===== config.mk =====
export PLATFORM = sky130hd
export DESIGN_NAME = seq_div_restoring
export DESIGN_NICKNAME = d
export VERILOG_FILES = /design/src/rtl/seq_div_restoring.sv
export SDC_FILE = /design/constraint.sdc
export NUM_CORES = 1
export LEC_CHECK = 0
export CORE_ASPECT_RATIO = 0.7
export CORE_MARGIN = 2
export CORE_UTILIZATION = 51
export DETAILED_ROUTE_END_ITERATION = 8
export HOLD_SLACK_MARGIN = 0.12
export PLACE_DENSITY_LB_ADDON = 0.25
export SKIP_CTS_REPAIR_TIMING = 1
export SYNTH_ARGS = -nofsm -noshare
export SYNTH_HDL_FRONTEND = slang
export SYNTH_SLANG_ARGS = --single-unit

===== constraint.sdc =====
create_clock -name clk -period 2.3 [get_ports clk]
set_input_delay 0.46 -clock clk [delete_from_list [all_inputs] [get_ports clk]]
set_output_delay 0.46 -clock clk [all_outputs]
set_load 0.005 [all_outputs]

===== src/rtl/seq_div_restoring.sv =====
// seq_div_restoring
//   Multi-cycle unsigned restoring divider, one quotient bit per clock.
//   Companion to the combinational array multiplier in the arithmetic library.
//
// Ports
//   clk          rising-edge clock
//   rst_n        asynchronous active-low reset
//   start        request, accepted on a rising edge while ready is high
//   dividend     unsigned numerator, captured with start
//   divisor      unsigned denominator, captured with start
//   ready        high in IDLE and DONE; start is only accepted then
//   busy         high while iterating
//   done         one-cycle pulse when quotient/remainder/div_by_zero update
//   quotient     registered quotient, held until the next completion
//   remainder    registered remainder, held until the next completion
//   div_by_zero  registered flag for the last completed operation

module seq_div_restoring #(
  parameter int WIDTH = 4
) (
  input  logic             clk,
  input  logic             rst_n,
  input  logic             start,
  input  logic [WIDTH-1:0] dividend,
  input  logic [WIDTH-1:0] divisor,
  output logic             ready,
  output logic             busy,
  output logic             done,
  output logic [WIDTH-1:0] quotient,
  output logic [WIDTH-1:0] remainder,
  output logic             div_by_zero
);

  localparam int CW = $clog2(WIDTH + 1);

  typedef enum logic [1:0] {IDLE, RUN, DONE} state_t;

  state_t           state, state_next;
  logic [CW-1:0]    count;
  // The partial remainder is always restored to a value below the divisor,
  // so its extra top bit is only needed transiently after the shift.
  logic [WIDTH-1:0] part;
  logic [WIDTH-1:0] shreg;
  logic [WIDTH-1:0] dvs;

  logic [WIDTH:0]   shifted;
  logic             trial_ok;
  logic [WIDTH-1:0] part_next;
  logic [WIDTH-1:0] shreg_next;
  logic             accept;
  logic             last_iter;

  // State register
  always_ff @(posedge clk or negedge rst_n) begin
    if (!rst_n) begin
      state <= IDLE;
    end else begin
      state <= state_next;
    end
  end

  // Next-state logic and one restoring step
  always_comb begin
    state_next = state;
    accept     = 1'b0;
    shifted    = {part, shreg[WIDTH-1]};
    // When the subtraction succeeds the true difference is below the
    // divisor, so modular WIDTH-bit subtraction yields it exactly.
    trial_ok   = (shifted >= {1'b0, dvs});
    part_next  = trial_ok ? (shifted[WIDTH-1:0] - dvs) : shifted[WIDTH-1:0];
    shreg_next = {shreg[WIDTH-2:0], trial_ok};
    last_iter  = (count == CW'(1));

    case (state)
      IDLE, DONE: begin
        if (start) begin
          accept     = 1'b1;
          state_next = (divisor == '0) ? DONE : RUN;
        end else begin
          state_next = IDLE;
        end
      end
      RUN: begin
        if (last_iter) begin
          state_next = DONE;
        end
      end
      default: state_next = IDLE;
    endcase
  end

  // Datapath and result registers
  always_ff @(posedge clk or negedge rst_n) begin
    if (!rst_n) begin
      count       <= '0;
      part        <= '0;
      shreg       <= '0;
      dvs         <= '0;
      quotient    <= '0;
      remainder   <= '0;
      div_by_zero <= 1'b0;
      done        <= 1'b0;
    end else begin
      done <= 1'b0;
      if (accept) begin
        part  <= '0;
        shreg <= dividend;
        dvs   <= divisor;
        count <= CW'(WIDTH);
        // Divide by zero completes immediately with an all-ones quotient.
        if (divisor == '0) begin
          quotient    <= '1;
          remainder   <= dividend;
          div_by_zero <= 1'b1;
          done        <= 1'b1;
        end
      end else if (state == RUN) begin
        part  <= part_next;
        shreg <= shreg_next;
        count <= count - CW'(1);
        if (last_iter) begin
          quotient    <= shreg_next;
          remainder   <= part_next;
          div_by_zero <= 1'b0;
          done        <= 1'b1;
        end
      end
    end
  end

  assign busy  = (state == RUN);
  assign ready = !busy;

endmodule

# Word level (Yosys, flattened, before mapping)
# Cells that the tools add are included.
totals:
  register_bits: 27
  latchBits: 0
  ramBits: 0
  romBits: 0
  elab_cells: 53
  memories: 0
op_classes:
  add_sub_neg: 2
  multipliers: 0
  div_mod_pow: 0
  n_lt_le_gt_ge: 1
  eq_ne: 5
  shift: 0
  muxes: 29
  n_bitwise: 0
  n_reduce_logical: 7
ops:
  columns: ["op", "n"]
  rows:
  - ["$mux 4", 13]
  - ["$mux 1", 10]
  - ["$mux 2", 3]
  - ["$mux 3", 2]
  - ["$ge 5x4->1", 1]
  - ["$logic_not 4->1", 1]
  - ["$ne 2x1->1 const B", 2]
  - ["$pmux 2 s2", 1]
  - ["$reduce_bool 2->1", 2]
  - ["$sub 4x4->4", 1]
  - ["$eq 3x1->1 const B", 1]
  - ["$reduce_and 3->1", 1]
  - ["$sub 3x1->3 const B", 1]
  - ["$eq 2x1->1 const B", 1]
  - ["$eq 2x2->1 const B", 1]
  - ["$logic_not 2->1", 1]
  - ["$reduce_or 2->1", 1]
  - ["$logic_not 1->1", 1]

# Depth between registers and ports, before layout
depth:
  ltp_word: 5
  ltp_mapped: 8
  mapped_depth_nobuf: 7

# Worst setup path after synthesis
# No wires, ideal clock.
synth_timing:
  path_kind: "reg2reg"
  from: "register part[1]"
  to: "register remainder[3]"
  setup_time_ps: 131
  t_arrival_ps: 1639
  required_ps: 2169
  setup_slack_ps: 530
  stages_incl_launch_ff: 7
  period_less_slack_ps: 1770
  path_cell_list: "dfrtp_1 > ha_1 > and4_1 > nor3_2 > or4b_1 > o2111ai_2 > a31oi_1"
synth_between:
  elab_chain_len: 5
  elab_cells_between_ends: 6
  cone_classes: "1 x add/sub; 1 x order compare; 4 x mux"
synth_rtl:
  columns: ["element", "line_no", "rtl"]
  rows:
  - ["start, declared", "42", "logic [WIDTH-1:0] part;"]
  - ["start signal, assigned", "118", "part <= part_next;"]
  - ["$sub 4x4->4 or $ge 5x4->1 (tied branches)", "70, 69", null]
  - ["$mux 4 (*)", "70", "part_next = trial_ok ? (shifted[WIDTH-1:0] - dvs) : shifted[WIDTH-1:0];"]
  - ["$mux 4 (*)", "121", "if (last_iter) begin"]
  - ["$mux 4 (*)", "117", "end else if (state == RUN) begin"]
  - ["$mux 4 (*)", "105", "if (accept) begin"]
  - ["end signal, assigned", "113", "remainder <= dividend;"]
  - ["end signal, assigned", "123", "remainder <= part_next;"]
  - ["end, declared", "30", "output logic [WIDTH-1:0] remainder,"]
# Every way passes the cells marked *; elsewhere a longest branch is shown, timed or not. The select of a mux whose other input is x is not followed.
# A chain may end at the register's enable or synchronous reset.

# Worst setup path after layout
layout_timing:
  from: "register state[1]"
  to: "output port busy"
layout_between:
  elab_chain_len: 1
layout_rtl:
  columns: ["element", "line_no", "rtl"]
  rows:
  - ["start, declared", "38", "state_t state, state_next;"]
  - ["start signal, assigned", "58", "state <= state_next;"]
  - ["$eq 2x1->1", "131", "assign busy = (state == RUN);"]
  - ["end, declared", "27", "output logic busy,"]
# Every way passes these cells.

==> impl_results.md <==
* CTS buffer count at 3
* DR pass1 iterations at 4
* NetSw at roughly 0.98 mW
* Library cells used by synthesis at 32
* Die Height at approximately 46 microns
* RR Startpoint: part[1]
* Sink Count at 27
* Clock power frac at 8.3%
* Measured slew at the worst slew-check pin at between 0.8 and 0.9 ns
* Ports at 23
* Int Power at 1.40 mW
* Fin area at 1580 sq um
* Final ANT Viol Nets at 0
* Final Critical Period at 2.08 ns
* Worst-Skew Late Latency at around 0.32 ns
* Worst-path fanout max at 10
* R2R depth at 6
* Vias/cell at roughly 5.4
* Final Setup Violations at 0
* Setup WS post-layout at about 0.22 ns
* Clk buf depth at 2
* Commonest non-fill, non-tap cell in the layout: nand2_1
* Crit path DAT at ~1.6 ns
* First-pass GRT wire length at 4370 microns
* Gpl congestion at ~0.83
* FFs w/ async S/R, synth at 100%
* Root Driver: clkbuf_4
* Worst rel slew slack at 43.8%
* Antenna violations before repair at 0
* RSZ-0062 raised after global routing: no
* Final Util at roughly two thirds
* GR Overflow Total at 0
* Max Clock Skew at between 0.002 and 0.003 ns
* Reg2Reg Capture Point: remainder[0]
* Worst Setup Slack post-DPL at around 0.23 ns
* Max Cap Viol at 0
* Gate Count Post-Synth at 131
* Full die area at between 2000 and 3000 sq um
* Commonest non-fill, non-tap cells in the layout: nand2_1, dfrtp_1, clkdlybuf4s50_1
* Post-Syn Area at 1280 sq um
* Pwr Density at between 1500 and 2000 nW/um^2
* Final Hold Viols at 0
* Initial core utilization at between 50% and 60%
* Final period util at 90.3%
* FF-to-FF setup slack at 0.28 ns
* Global Route Usage Sum at approximately 20%
* Syn avg cell area at just under 10 sq um
* Crit path launch type: flip-flop
* Sequential power share at 35.6%
* Pleak at 0.703 nW
* Synth Warn # at 0
* Syn_nets at 149
* Switching Fraction at slightly above 40%
* Share of cells above drive strength 1 at around 7%
* Die span in x at about 64 microns
* Post-synthesis sequential area ratio at 52.7%
* Status: finished, final reports clean
* Setup TNS at 0 ns
* Core ar. at between 2000 and 2500 sq um
* FILL cells at slightly below 200
* First DRT Iteration DRCs at 31
* Total number of vias at approximately 1000
* Vias in the first global route at about 1000
* Inserted Diodes at 0
* Critical Path End Type: output pin
* Slew Viols, Final at 0
* Row cnt at 15
* CP Cell Sequence: nand2b_1 -> inv_2 -> clkdlybuf4s50_1
* CP Class: flip-flop to output pin
* Final wirelength at ~2500 microns
* Hold Crit Class: input pin to asynchronous set/reset pin
* Fmax at approximately 480 MHz
* Clock-pin slew on the worst setup and hold paths at between 0.1 and 0.15 ns
* CTS tree: done
* Comb power frac at a little under three fifths
* Worst EP required at 1.84 ns
* Nets at about 180
* Largest net degree at the start of global routing at 28
* Port Buffer Count at 22
* Htree depth at 1
* Main flop type after synthesis: dfrtp_1
* Worst path slowest cell: clkdlybuf4s50_1
* Routed WL per cell at between 10 and 15 microns
* Post-synth EDFFs at 0
* Placed standard-cell area at roughly 1600 sq um
* Worst vdd ir at between 700 and 800 uV
* Synth-to-Final Area Change at 23.1%
* Final HPWL from detailed placement at roughly 1900 microns
* DRC viols at 0
* Register bit total from synthesis at 27
* CP peak stage delay at about 0.53 ns
synthesized netlist by cell type (all sizes together), types with 3 or more instances:
master	count	area share, %
dfrtp	27	53
a21oi	3	1.2
o21ai	15	5.9
ha	6	5.9
nor2	7	2.0
nand2	28	8.2
inv	8	2.3
nor2b	3	1.5
nand3	5	2.0
nor3	3	1.6
a31oi	4	2.0
critical path: cells and delay by family (launching register included):
family                 cells  cell delay (ns)
buffers and inverters      2             0.71
flip-flops                 1             0.38
AND/OR/NAND/NOR            1             0.22
registers in the layout (all words and copies together), names as in the netlist:
name	count
count	3
div_by_zero	1
done	1
dvs	4
part	4
quotient	4
remainder	4
shreg	4
state	2
power by group through the flow:
stage	Clock [mW]	Combinational [mW]	Sequential [mW]
4_1_cts	0.201	1.34	0.843
3_5_place_dp	0	1.32	0.854
6_report	0.196	1.33	0.845
5_1_grt	0.224	1.50	0.876
2_1_floorplan	0	0.874	0.831
3_3_place_gp	0	1.27	0.848
logic make-up after synthesis:
family	share of synthesized area [%]
flip-flops	52.7
buffers and inverters	3.51
AO/OA/AOI/OAI	15.7
adder cells (fa/ha/maj)	7.41
XOR/XNOR	0.683
AND/OR/NAND/NOR	20.0
final cells by class:
class | instances | area [sq um] | area share, %
inverters | 8 | 30.0 | 1.90
well taps | 34 | 42.5 | 2.69
clock buffers | 4 | 26.3 | 1.66
repair buffers | 25 | 243 | 15.4
multi-input cells | 93 | 562 | 35.6
flip-flops and latches | 27 | 676 | 42.8
per-stage QoR:
stage	hold slack, ns	power (mW)	instances
after global placement	0.469	2.12	187
after global routing	0.497	2.60	191
after detailed placement	0.475	2.18	187
final	0.486	2.38	191
after CTS	0.496	2.38	191
after floorplan	0.164	1.71	131
routing by layer:
metal | global-route usage [%] | vias up | routed length (microns) | part of all wire (%)
li1 | - | 511 | - | -
met1 | 26.6 | 489 | 1240 | 49
met2 | 31.9 | 33 | 1150 | 45
met3 | 5.20 | 4 | 124 | 4.9
met4 | 7.83 | 0 | 28 | 1.1
met5 | 0 | - | 0 | 0
worst max-delay path by stage:
stage	cells after the start	from	slack [ns]	end
6_report	3	state[1]	0.22	busy
5_1_grt	3	state[1]	0.12	busy
4_1_cts	3	state[1]	0.22	busy
3_5_place_dp	4	start	0.23	part[2]
3_3_place_gp	4	start	0.27	part[2]
2_1_floorplan	6	part[1]	0.53	remainder[3]
Power figures use the tool's default switching activity.
